`config.mk`:
```
export PLATFORM = sky130hd
export DESIGN_NAME = scr1_tapc_ovs
export DESIGN_NICKNAME = d
export VERILOG_FILES = /design/src/rtl/scr1_tapc_pkg.sv /design/src/rtl/scr1_tapc_ovs_dr.sv /design/src/rtl/scr1_tapc_ovs.sv
export SDC_FILE = /design/constraint.sdc
export NUM_CORES = 1
export LEC_CHECK = 0
export CAP_MARGIN = 0
export CORE_UTILIZATION = 47
export CTS_CLUSTER_DIAMETER = 120
export CTS_CLUSTER_SIZE = 14
export DETAILED_ROUTE_END_ITERATION = 12
export GPL_TIMING_DRIVEN = 0
export PLACE_DENSITY_LB_ADDON = 0.05
export RECOVER_POWER = 100
export SYNTH_ARGS = -nofsm -noshare
export SYNTH_HDL_FRONTEND = slang
export SYNTH_SLANG_ARGS = --single-unit
```
`constraint.sdc`:
```
create_clock -name clk -period 1.6 [get_ports clk]
set_input_delay 0.24 -clock clk [delete_from_list [all_inputs] [get_ports clk]]
set_output_delay 0.24 -clock clk [all_outputs]
set_load 0.005 [all_outputs]
```
`src/rtl/scr1_tapc_pkg.sv`:
```
// Shared definitions for the oversampled TAP controller: TAP state encoding,
// architected IR codes and internal data-register widths.
package scr1_tapc_pkg;

    // 16-state IEEE 1149.1 TAP controller
    typedef enum logic [3:0] {
        TAP_TLR,
        TAP_RTI,
        TAP_SEL_DR,
        TAP_CAP_DR,
        TAP_SHIFT_DR,
        TAP_EXIT1_DR,
        TAP_PAUSE_DR,
        TAP_EXIT2_DR,
        TAP_UPD_DR,
        TAP_SEL_IR,
        TAP_CAP_IR,
        TAP_SHIFT_IR,
        TAP_EXIT1_IR,
        TAP_PAUSE_IR,
        TAP_EXIT2_IR,
        TAP_UPD_IR
    } tap_state_e;

    // Architected instruction codes (zero-extended to the IR width in use;
    // BYPASS is all-ones at any width)
    localparam logic [4:0] TAP_IR_IDCODE = 5'h01;
    localparam logic [4:0] TAP_IR_BLD_ID = 5'h04;
    localparam logic [4:0] TAP_IR_BYPASS = 5'h1f;

    // Internal data-register widths
    localparam int TAP_DR_IDCODE_W = 32;
    localparam int TAP_DR_BYPASS_W = 1;
    localparam int TAP_DR_BLD_ID_W = 32;

    // Standard TAP transition table, evaluated on a TCK rise
    function automatic tap_state_e tap_next_state(input tap_state_e state, input logic tms);
        tap_state_e nxt;
        nxt = TAP_TLR;
        case (state)
            TAP_TLR:      nxt = tms ? TAP_TLR      : TAP_RTI;
            TAP_RTI:      nxt = tms ? TAP_SEL_DR   : TAP_RTI;
            TAP_SEL_DR:   nxt = tms ? TAP_SEL_IR   : TAP_CAP_DR;
            TAP_CAP_DR:   nxt = tms ? TAP_EXIT1_DR : TAP_SHIFT_DR;
            TAP_SHIFT_DR: nxt = tms ? TAP_EXIT1_DR : TAP_SHIFT_DR;
            TAP_EXIT1_DR: nxt = tms ? TAP_UPD_DR   : TAP_PAUSE_DR;
            TAP_PAUSE_DR: nxt = tms ? TAP_EXIT2_DR : TAP_PAUSE_DR;
            TAP_EXIT2_DR: nxt = tms ? TAP_UPD_DR   : TAP_SHIFT_DR;
            TAP_UPD_DR:   nxt = tms ? TAP_SEL_DR   : TAP_RTI;
            TAP_SEL_IR:   nxt = tms ? TAP_TLR      : TAP_CAP_IR;
            TAP_CAP_IR:   nxt = tms ? TAP_EXIT1_IR : TAP_SHIFT_IR;
            TAP_SHIFT_IR: nxt = tms ? TAP_EXIT1_IR : TAP_SHIFT_IR;
            TAP_EXIT1_IR: nxt = tms ? TAP_UPD_IR   : TAP_PAUSE_IR;
            TAP_PAUSE_IR: nxt = tms ? TAP_EXIT2_IR : TAP_PAUSE_IR;
            TAP_EXIT2_IR: nxt = tms ? TAP_UPD_IR   : TAP_SHIFT_IR;
            TAP_UPD_IR:   nxt = tms ? TAP_SEL_DR   : TAP_RTI;
            default:      nxt = TAP_TLR;
        endcase
        return nxt;
    endfunction

endpackage

```
`src/rtl/scr1_tapc_ovs_dr.sv`:
```
// Generic TAP data register: parallel capture, serial shift (TDI in at the
// MSB, serial out from the LSB). Enables are one-clk event strobes.
module scr1_tapc_ovs_dr #(
    parameter int WIDTH = 32
) (
    input  logic             clk,
    input  logic             rst_n,
    input  logic             capture,
    input  logic             shift,
    input  logic             tdi,
    input  logic [WIDTH-1:0] capture_value,
    output logic             sout
);

    logic [WIDTH-1:0] sreg;
    logic [WIDTH-1:0] shifted;

    if (WIDTH == 1) begin : g_single
        assign shifted = tdi;
    end else begin : g_multi
        assign shifted = {tdi, sreg[WIDTH-1:1]};
    end

    // Capture has priority over shift; the TAP never asserts both together
    always_ff @(posedge clk) begin
        // NOTE: sequential state uses <= so every flop samples pre-edge values;
        // a blocking = here would let later statements see already-updated bits.
        // NOTE: the register is cleared on reset even though Capture overwrites
        // it, so a scan right after reset shifts out zeros instead of X.
        if (!rst_n) begin
            sreg <= '0;
        end else if (capture) begin
            sreg <= capture_value;
        end else if (shift) begin
            sreg <= shifted;
        end
    end

    assign sout = sreg[0];

endmodule

```
`src/rtl/scr1_tapc_ovs.sv`:
```
// Oversampled, parametrised JTAG TAP controller. TCK/TMS/TDI/TRST_N are
// sampled by the core clock; all TAP actions are one-clk events qualified by
// detected TCK edges, so no TCK clock domain exists in the design.
// Optional build: define SCR1_TAPC_OVS_BLD_ID_EN to add the 32-bit BLD_ID DR
// (IR code 5'h04); without it that code decodes to BYPASS.
module scr1_tapc_ovs
    import scr1_tapc_pkg::*;
#(
    parameter int          IR_WIDTH     = 5,
    parameter int unsigned CH_IR_BASE   = 'h10,
    parameter int          CH_NUM       = 3,
    parameter int          SYNC_STAGES  = 2,
    parameter logic [31:0] BLD_ID_VALUE = 32'h2201_1200
) (
    input  logic              clk,
    input  logic              rst_n,
    input  logic              tapc_trst_n,
    input  logic              tapc_tck,
    input  logic              tapc_tms,
    input  logic              tapc_tdi,
    output logic              tapc_tdo,
    output logic              tapc_tdo_en,
    input  logic [31:0]       fuse_idcode_i,
    output logic [CH_NUM-1:0] ch_sel_o,
    output logic              ch_capture_o,
    output logic              ch_shift_o,
    output logic              ch_update_o,
    output logic              ch_tdi_o,
    input  logic [CH_NUM-1:0] ch_tdo_i
);

    localparam logic [IR_WIDTH-1:0] IR_IDCODE = IR_WIDTH'(TAP_IR_IDCODE);
    localparam logic [IR_WIDTH-1:0] IR_BYPASS = {IR_WIDTH{TAP_IR_BYPASS[0]}};

    // ------------------------------------------------------------------
    // Pin synchronisers and TCK edge detection
    // ------------------------------------------------------------------
    logic [SYNC_STAGES-1:0] tck_sync;
    logic [SYNC_STAGES-1:0] tms_sync;
    logic [SYNC_STAGES-1:0] tdi_sync;
    logic [SYNC_STAGES-1:0] trst_sync;
    logic                   tck_level;
    logic                   tms_s;
    logic                   tdi_s;
    logic                   trst_n_s;
    logic                   tck_rise;
    logic                   tck_fall;
    logic                   tap_rst_n;

    // Shift all four pins through identical chains so TMS/TDI stay aligned with TCK.
    // TCK resets high so a pin already high after reset never produces a rise;
    // a spurious fall in Test-Logic-Reset has no effect.
    always_ff @(posedge clk) begin
        if (!rst_n) begin
            tck_sync  <= '1;
            tms_sync  <= '0;
            tdi_sync  <= '0;
            trst_sync <= '0;
        end else begin
            tck_sync  <= {tck_sync[SYNC_STAGES-2:0],  tapc_tck};
            tms_sync  <= {tms_sync[SYNC_STAGES-2:0],  tapc_tms};
            tdi_sync  <= {tdi_sync[SYNC_STAGES-2:0],  tapc_tdi};
            trst_sync <= {trst_sync[SYNC_STAGES-2:0], tapc_trst_n};
        end
    end

    // Settled TCK level; it only flips once every synchroniser stage agrees,
    // so a pulse shorter than the chain loses both of its edges.
    always_ff @(posedge clk) begin
        if (!rst_n) begin
            tck_level <= 1'b1;
        end else if (tck_rise) begin
            tck_level <= 1'b1;
        end else if (tck_fall) begin
            tck_level <= 1'b0;
        end
    end

    assign tck_rise  = (&tck_sync)  & ~tck_level;
    assign tck_fall  = ~(|tck_sync) &  tck_level;
    assign tms_s     = tms_sync[SYNC_STAGES-1];
    assign tdi_s     = tdi_sync[SYNC_STAGES-1];
    assign trst_n_s  = trst_sync[SYNC_STAGES-1];
    assign tap_rst_n = rst_n & trst_n_s;

    // ------------------------------------------------------------------
    // TAP state machine
    // ------------------------------------------------------------------
    tap_state_e state;
    tap_state_e state_next;

    // State register; either reset source returns the TAP to Test-Logic-Reset
    always_ff @(posedge clk) begin
        if (!tap_rst_n) begin
            state <= TAP_TLR;
        end else begin
            state <= state_next;
        end
    end

    // Advance on TMS only when a TCK rise was detected this clk
    always_comb begin
        // NOTE: the default assignment first keeps this block purely
        // combinational; a path that left state_next unassigned would infer a latch.
        state_next = state;
        if (tck_rise) begin
            state_next = tap_next_state(state, tms_s);
        end
    end

    // ------------------------------------------------------------------
    // Instruction register
    // ------------------------------------------------------------------
    logic [IR_WIDTH-1:0] ir;
    logic [IR_WIDTH-1:0] ir_shift;

    // Capture/shift on rise, update on the Update-IR fall; entering TLR restores IDCODE
    always_ff @(posedge clk) begin
        if (!tap_rst_n) begin
            ir       <= IR_IDCODE;
            ir_shift <= '0;
        end else if (tck_rise) begin
            if (state == TAP_CAP_IR) begin
                ir_shift <= IR_WIDTH'(1);
            end else if (state == TAP_SHIFT_IR) begin
                ir_shift <= {tdi_s, ir_shift[IR_WIDTH-1:1]};
            end
            if (state_next == TAP_TLR) begin
                ir <= IR_IDCODE;
            end
        end else if (tck_fall && state == TAP_UPD_IR) begin
            ir <= ir_shift;
        end
    end

    // ------------------------------------------------------------------
    // Instruction decode and internal data registers
    // ------------------------------------------------------------------
    logic              sel_idcode;
    logic              sel_bypass;
    logic [CH_NUM-1:0] ch_sel;
    logic              dr_capture;
    logic              dr_shift;
    logic              idcode_sout;
    logic              bypass_sout;
    logic              dr_tdo;

    assign dr_capture = tck_rise & (state == TAP_CAP_DR);
    assign dr_shift   = tck_rise & (state == TAP_SHIFT_DR);

`ifdef SCR1_TAPC_OVS_BLD_ID_EN
    localparam logic [IR_WIDTH-1:0] IR_BLD_ID = IR_WIDTH'(TAP_IR_BLD_ID);
    logic sel_bld_id;
    logic bld_id_sout;

    assign sel_bld_id = (ir == IR_BLD_ID);

    scr1_tapc_ovs_dr #(
        .WIDTH (TAP_DR_BLD_ID_W)
    ) i_bld_id_dr (
        .clk           (clk),
        .rst_n         (tap_rst_n),
        .capture       (dr_capture & sel_bld_id),
        .shift         (dr_shift & sel_bld_id),
        .tdi           (tdi_s),
        .capture_value (BLD_ID_VALUE),
        .sout          (bld_id_sout)
    );
`else
    logic bld_id_unused;
    assign bld_id_unused = (^BLD_ID_VALUE) ^ (^TAP_IR_BLD_ID) ^ TAP_DR_BLD_ID_W[0];
`endif

    // Decode IR into one DR select; unrecognised codes fall back to BYPASS
    always_comb begin
        sel_idcode = (ir == IR_IDCODE);
        ch_sel     = '0;
        for (int i = 0; i < CH_NUM; i++) begin
            ch_sel[i] = (ir == IR_WIDTH'(CH_IR_BASE + i));
        end
`ifdef SCR1_TAPC_OVS_BLD_ID_EN
        sel_bypass = (ir == IR_BYPASS) | ~(sel_idcode | sel_bld_id | (|ch_sel));
`else
        sel_bypass = (ir == IR_BYPASS) | ~(sel_idcode | (|ch_sel));
`endif
    end

    scr1_tapc_ovs_dr #(
        .WIDTH (TAP_DR_IDCODE_W)
    ) i_idcode_dr (
        .clk           (clk),
        .rst_n         (tap_rst_n),
        .capture       (dr_capture & sel_idcode),
        .shift         (dr_shift & sel_idcode),
        .tdi           (tdi_s),
        .capture_value (fuse_idcode_i),
        .sout          (idcode_sout)
    );

    scr1_tapc_ovs_dr #(
        .WIDTH (TAP_DR_BYPASS_W)
    ) i_bypass_dr (
        .clk           (clk),
        .rst_n         (tap_rst_n),
        .capture       (dr_capture & sel_bypass),
        .shift         (dr_shift & sel_bypass),
        .tdi           (tdi_s),
        .capture_value (1'b0),
        .sout          (bypass_sout)
    );

    // Serial-out mux of the selected DR; selects are mutually exclusive
    always_comb begin
        dr_tdo = bypass_sout;
        if (sel_idcode) begin
            dr_tdo = idcode_sout;
        end
`ifdef SCR1_TAPC_OVS_BLD_ID_EN
        if (sel_bld_id) begin
            dr_tdo = bld_id_sout;
        end
`endif
        for (int i = 0; i < CH_NUM; i++) begin
            if (ch_sel[i]) begin
                dr_tdo = ch_tdo_i[i];
            end
        end
    end

    // ------------------------------------------------------------------
    // TDO and external channel interface
    // ------------------------------------------------------------------

    // TDO changes only on a detected fall, presenting the next bit for the following rise
    always_ff @(posedge clk) begin
        if (!tap_rst_n) begin
            tapc_tdo    <= 1'b0;
            tapc_tdo_en <= 1'b0;
        end else if (tck_fall) begin
            case (state)
                TAP_SHIFT_DR: begin
                    tapc_tdo    <= dr_tdo;
                    tapc_tdo_en <= 1'b1;
                end
                TAP_SHIFT_IR: begin
                    tapc_tdo    <= ir_shift[0];
                    tapc_tdo_en <= 1'b1;
                end
                default: begin
                    tapc_tdo    <= 1'b0;
                    tapc_tdo_en <= 1'b0;
                end
            endcase
        end
    end

    // One-clk channel strobes; TDI is registered alongside so it is valid with ch_shift_o
    always_ff @(posedge clk) begin
        if (!tap_rst_n) begin
            ch_capture_o <= 1'b0;
            ch_shift_o   <= 1'b0;
            ch_update_o  <= 1'b0;
            ch_tdi_o     <= 1'b0;
        end else begin
            ch_capture_o <= dr_capture;
            ch_shift_o   <= dr_shift;
            ch_update_o  <= tck_fall & (state == TAP_UPD_DR);
            if (tck_rise) begin
                ch_tdi_o <= tdi_s;
            end
        end
    end

    // Channel selects are forced low while either reset is active
    assign ch_sel_o = tap_rst_n ? ch_sel : '0;

endmodule

```
## After elaboration in Yosys (flattened, before gate mapping)

Cells that the tools add are included.

| cells by class | value |
|---|---|
| equality and inequality tests | 21 |
| reductions and logical operators | 17 |
| bitwise logic cells | 17 |
| muxes and demuxes | 28 |

Operator list:

| operator | number |
|---|---|
| $mux W32 | 2 |
| $pmux W4 S12 | 1 |
| $eq A4 B4 Y1 const B | 8 |
| $mux W5 | 5 |
| $eq A5 B5 Y1 const B | 4 |
| $mux W4 | 5 |
| $eq A4 B3 Y1 const B | 4 |
| $reduce_or A2 Y1 | 6 |
| $and A1 B1 Y1 | 10 |
| $mux W3 | 3 |
| $eq A4 B2 Y1 const B | 2 |
| $logic_not A4 Y1 | 2 |
| $mux W1 | 8 |
| $mux W2 | 3 |
| $reduce_and A2 Y1 | 3 |
| $reduce_bool A2 Y1 | 3 |
| $reduce_or A3 Y1 | 2 |
| $eq A5 B1 Y1 const B | 1 |
| $not A1 Y1 | 5 |
| $eq A4 B1 Y1 const B | 1 |
| $ne A2 B1 Y1 const B | 1 |
| $or A1 B1 Y1 | 2 |
| $pmux W1 S2 | 1 |
| $logic_and A1 B1 Y1 | 1 |

| storage, ports and cells | value |
|---|---|
| bits of input ports | 41 |
| flip-flop bits (word level) | 62 |
| output and inout port bits | 9 |

## Logic depth before layout (Yosys ltp)

| logic depth | value |
|---|---|
| depth after elaboration | 7 |
| gate-level depth with buffers | 7 |
| mapped depth without buffers | 4 |

## By module

From an unflattened synthesis, not the netlist that was laid out.

| second synthesis, totals | value |
|---|---|
| cells, all modules | 331 |
| area total of the unflattened synthesis | 3,304.4 um^2 |

Modules (own cells, without submodules):

| module | area each (um^2) | times used | cells each |
|---|---|---|---|
| scr1_tapc_ovs_dr at i_idcode_dr | 1,778.0 | 1 | 141 |
| scr1_tapc_ovs | 1,478.9 | 1 | 186 |
| scr1_tapc_ovs_dr at i_bypass_dr | 47.5 | 1 | 4 |

## Least setup slack after synthesis

OpenSTA, ideal clock, no wires.

| timing path | value |
|---|---|
| path kind | reg2reg |
| from | register state[0] |
| to | register ir[0] |
| setup slack | -0.007 ns |
| cell stages (with the launch flop) | 6 |
| data required time | 1.464 ns |
| library setup time | 0.136 ns |
| arrival | 1.471 ns |
| period minus slack after synthesis | 1.607 ns |
| cells stage by stage | dfxtp_1 -> buf_2 -> or2_2 -> a2111oi_0 -> nor2_1 -> mux2i_1 |

| on the way | value |
|---|---|
| longest elaborated chain between the ends | 7 |
| elaborated cells between the ends (all ways) | 26 |
| those cells by class | eq/ne: 16; mux: 2; reduce/logical: 8 |

RTL lines:

| what | line | source |
|---|---|---|
| start: declaration | scr1_tapc_ovs.sv:89 | `tap_state_e state;` |
| start signal: assignment | scr1_tapc_ovs.sv:97 | `state <= state_next;` |
| $eq A4 B4 Y1 (tied with other cells) | scr1_tapc_pkg.sv:40, scr1_tapc_ovs.sv:131 |  |
| $reduce_or A3 Y1 (no source line) / $reduce_or A2 Y1 (equally long branches) | n/a |  |
| $pmux W4 S12 | scr1_tapc_pkg.sv:40 | `case (state)` |
| $mux W4 | scr1_tapc_ovs.sv:106 | `if (tck_rise) begin` |
| $logic_not A4 Y1 | scr1_tapc_ovs.sv:128 | `if (state_next == TAP_TLR) begin` |
| $ne A2 B1 Y1 (no source line) | n/a |  |
| $reduce_and A2 Y1 (no source line) * | n/a |  |
| end signal: assignment | scr1_tapc_ovs.sv:132 | `ir <= ir_shift;` |
| end: declaration | scr1_tapc_ovs.sv:114 | `logic [IR_WIDTH-1:0] ir;` |

Mark *: on every way between the ends. The rest lies on a longest branch, timed or not.
A chain may end at the register's enable or synchronous reset.

## Worst setup path after layout

| timing path | value |
|---|---|
| from | register state[2] |
| to | register i_idcode_dr.sreg[22] |

| on the way | value |
|---|---|
| longest elaborated chain between the ends | 4 |
| elaborated cells between the ends (all ways) | 8 |
| those cells by class | eq/ne: 2; mux: 1; bitwise: 4; reduce/logical: 1 |

RTL lines:

| what | line | source |
|---|---|---|
| $eq A4 B2 Y1 / $eq A4 B3 Y1 (equally long branches) | scr1_tapc_ovs.sv:148, scr1_tapc_ovs.sv:149 |  |
| $and A1 B1 Y1 (on tied branches) | scr1_tapc_ovs.sv:148, scr1_tapc_ovs.sv:149 |  |
| $and A1 B1 Y1 (on tied branches) | scr1_tapc_ovs.sv:193, scr1_tapc_ovs.sv:194 |  |
| $mux W32 / $reduce_bool A2 Y1 (equally long branches) | n/a |  |
| end signal: assignment | scr1_tapc_ovs_dr.sv:33 | `sreg <= capture_value;` |
| end signal: assignment | scr1_tapc_ovs_dr.sv:35 | `sreg <= shifted;` |
| end: declaration | scr1_tapc_ovs_dr.sv:15 | `logic [WIDTH-1:0] sreg;` |

Parallel ways exist; a longest one is shown, timed or not.

==> metrics.md <==
| Metric | Value |
|---|---|
| PD cells | between 800 and 900 nW/um2 |
| Fin util | 66.03% |
| Initial antenna violation count | 0 |
| Cell Rows | 28 |
| Worst reg2reg setup slack | -0.01 ns |
| Drt via density | roughly 5.5 |
| Placed insts | approximately 440 |
| RR Endpoint | i_idcode_dr.sreg[22] |
| Core area | slightly below 6000 um2 |
| Syn avg cell area | roughly 9 um2 |
| Slew Limit Fails | 0 |
| Hold WC Path Type | flip-flop to flip-flop |
| Max-cap viol count | 0 |
| CP Class | flip-flop to flip-flop |
| Fmax | about 0.62 GHz |
| Initial core utilization | roughly half |
| Status | finished with violations |
| Via count | approximately 2500 |
| #FFs+latches synth | just over 60 |
| DRT iter0 DRCs | 150 |
| Met1 WL | ~3300 um |
| Num CTS Buffers | 9 |
| Max_slew headroom | approximately three fifths |
| Top Ports | 50 |
| CTS tree | yes |
| Failing checks | setup timing |
| WP data arrival | ~1.8 ns |
| Max Buffers Root-to-Sink | 2 |
| Mapped cell area | 2853 um2 |
| First-pass GRT wire length | 10940 um |
| Worst vdd ir | about 0.72 mV |
| Setup ws final | -0.01110 ns |
| RePlAce Congestion | approximately 0.8 |
| Hold path startpoint | tdi_sync[0] |
| Unrepaired setup endpoints after global routing | true |
| Dpl ws | -0.6712 ns |
| DIE WIDTH | approximately 80 um |
| Layout Cells excl Fill | 459 |
| Congestion Overflow GR | 0 |
| Total Routing Usage GR | around 22% |
| Min-Delay Endpoint | tdi_sync[1] |
| Syn_nets | 358 |
| Sequential share of the synthesized area | between 40% and 50% |
| Post-synth cell types | 43 |
| P_leak | about 1.2 nW |
| Routed Antenna Nets | 0 |
| Layout Nets | 420 |
| Hold depth | 1 |
| WL met2 | 3158 um |
| Critical path endpoint category | flip-flop |
| Largest net degree at the start of global routing | 13 |
| Layout area overhead | 36.23% |
| Root Buffer | clkbuf_8 |
| Synth Flop Type | dfxtp_1 |
| Highest Signal Layer | met4 |
| Cell count after synthesis | 317 |
| Clock Latency Late Sink | approximately 0.35 ns |
| Final wirelength | roughly 6800 um |
| Crit-path max FO | 10 |
| FFs w/ async S/R, synth | 0% |
| Detailed Place HPWL | about 4500 um |
| Share of layout cells above drive strength 1 | between 20% and 30% |
| Post-route DRC | 0 |
| CTS clk-pin slew, worst paths | about 0.07 ns |
| Die height | between 70 and 80 um |
| Worst slew pin tran | slightly below 0.6 ns |
| Clock skew | just over 0.006 ns |
| Synthesis warning total | 0 |
| Critical R2R Launch | state[2] |
| Fillcell total | roughly 540 |
| Total iterations of the first detailed-routing run | 4 |
| ANT cells | 0 |
| Hold Fails Final Rpt | 0 |
| DR WL met3 | around 240 um |
| Drt wl/cell | between 10 and 15 um |
| Final Cycle Share | 100.7% |
| Reg2Reg Depth | 4 |
| Tmin final | around 1.6 ns |
| # port buffers | a little under 50 |
| Required time of the critical path | 1.81 ns |
| EDFF count, synth | 0 |
| Total negative slack | -0.01236 ns |
| Number of global-route vias before repair | ~2300 |
| Startpoint types | flip-flop |
| Final Setup Violations | 3 |
| Die area | roughly 6400 um2 |
| Clock sinks | 62 |
| Total number of H-tree levels | 3 |
## synth_stat cells, types with 2 or more instances
cell / count / area, um2
buf_4: 3 / 22.52
dfxtp_1: 62 / 1241
nor3b_1: 2 / 15.01
and3_1: 3 / 18.77
nor2b_1: 3 / 18.77
xnor2_1: 3 / 26.28
a211oi_1: 34 / 255.2
a21oi_1: 10 / 50.05
a221oi_1: 2 / 17.52
or3b_2: 2 / 17.52
nand2b_1: 5 / 31.28
nand4_1: 2 / 12.51
nor2_1: 45 / 168.9
mux2i_1: 37 / 370.4
buf_2: 8 / 40.04
inv_1: 5 / 18.77
nand2_1: 14 / 52.55
clkbuf_1: 16 / 60.06
nand3b_1: 2 / 15.01
nand3_1: 13 / 65.06
and2_1: 8 / 50.05
a31oi_1: 3 / 18.77
nand4b_1: 2 / 17.52
o31ai_1: 2 / 15.01
nor3_1: 5 / 25.02
o211ai_1: 2 / 15.01
o32ai_1: 2 / 17.52
o21ai_0: 7 / 35.03
## cell type report
class	count	area (um2)	share of cell area, %
inverter	5	18.77	0.4829
timing repair buffer	56	524.3	13.49
clock inverter	7	97.59	2.511
sequential	62	1254	32.26
multi-input combinational	221	1602	41.21
tap	75	93.84	2.415
clock buffer	9	123.9	3.187
buffer	24	172.7	4.443
## through the flow
stage | power [mW] | hold slack, ns | instance area [um2]
3_3_place_gp | 1.736 | 0.4184 | 3438
3_5_place_dp | 1.738 | 0.4251 | 3438
2_1_floorplan | 1.626 | 0.3415 | 2854
5_1_grt | 3.358 | 0.4546 | 3886
6_report | 3.257 | 0.4403 | 3886
4_1_cts | 3.278 | 0.4425 | 3767
## kinds of logic (layout without fill, tap and decap cells)
group                     count (synthesis)  after routing  share of synthesized area (%)
and+or+nand+nor                         111            111                          19.82
AOI/OAI and AO/OA                        70             70                          17.28
buffers and inverters                    34            101                          5.482
xor gates and xnor gates                  3              3                         0.9212
muxes                                    37             37                          12.98
DFF                                      62             62                          43.51
## cell usage in the layout (no fill, tap or decap), types with 8 or more instances in the layout
| cell type | Yosys | layout |
|---|---|---|
| nor2_1 | 45 | 43 |
| clkdlybuf4s50_1 | 0 | 40 |
| mux2i_1 | 37 | 35 |
| clkbuf_8 | 0 | 9 |
| a211oi_2 | 0 | 13 |
| dfxtp_1 | 62 | 54 |
| a21oi_1 | 10 | 10 |
| nand2_1 | 14 | 13 |
| a211oi_1 | 34 | 21 |
| clkbuf_1 | 16 | 8 |
| nand3_1 | 13 | 12 |
## worst max path at each step
stage	to	slack [ns]	from	depth (start not counted)
global route	i_idcode_dr.sreg[10]	-0.08	state[2]	5
floorplan	ir[0]	0.009	state[0]	5
detailed placement	ch_sel_o[2]	-0.67	rst_n	6
finish	i_idcode_dr.sreg[22]	-0.01	state[2]	4
global placement	ch_sel_o[2]	-0.69	rst_n	6
CTS	ch_sel_o[0]	0.004	rst_n	5
## registers in the layout, indices dropped and copies added (netlist names), 2 cells and up
signal            flops
ir_shift              5
ir                    5
tms_sync              2
state                 4
trst_sync             2
tdi_sync              2
i_idcode_dr.sreg     32
tck_sync              2
## worst max-delay path: stages (launching register included)
cell and delay, ns:
dfxtp_4 0.38, and4bb_4 0.38, buf_2 0.32, mux2i_1 0.29, a211oi_2 0.10
## power breakdown
part / internal, mW / leakage (nW) / switching (mW)
clock: 0.881 / 0.106 / 0.670
combinational: 0.102 / 0.628 / 0.0450
sequential: 1.55 / 0.503 / 0.00768
## what timing repair did
| item | CTS | global route |
|---|---|---|
| setup endpoints to repair | 50 | 46 |
| gates resized for setup | 38 | 41 |
| hold buffers | 0 | 0 |
| gates cloned | 0 | 1 |
| buffers inserted | 4 | 2 |
| pin swaps | 6 | 7 |
## metal layers
layer / GRT usage (%) / up-vias
li1: - / 1266
met1: 30.00 / 1199
met2: 33.93 / 51
met3: 5.371 / 7
met4: 8.036 / 0
met5: 0 / -
No activity file was read; power rests on OpenSTA's default activity.
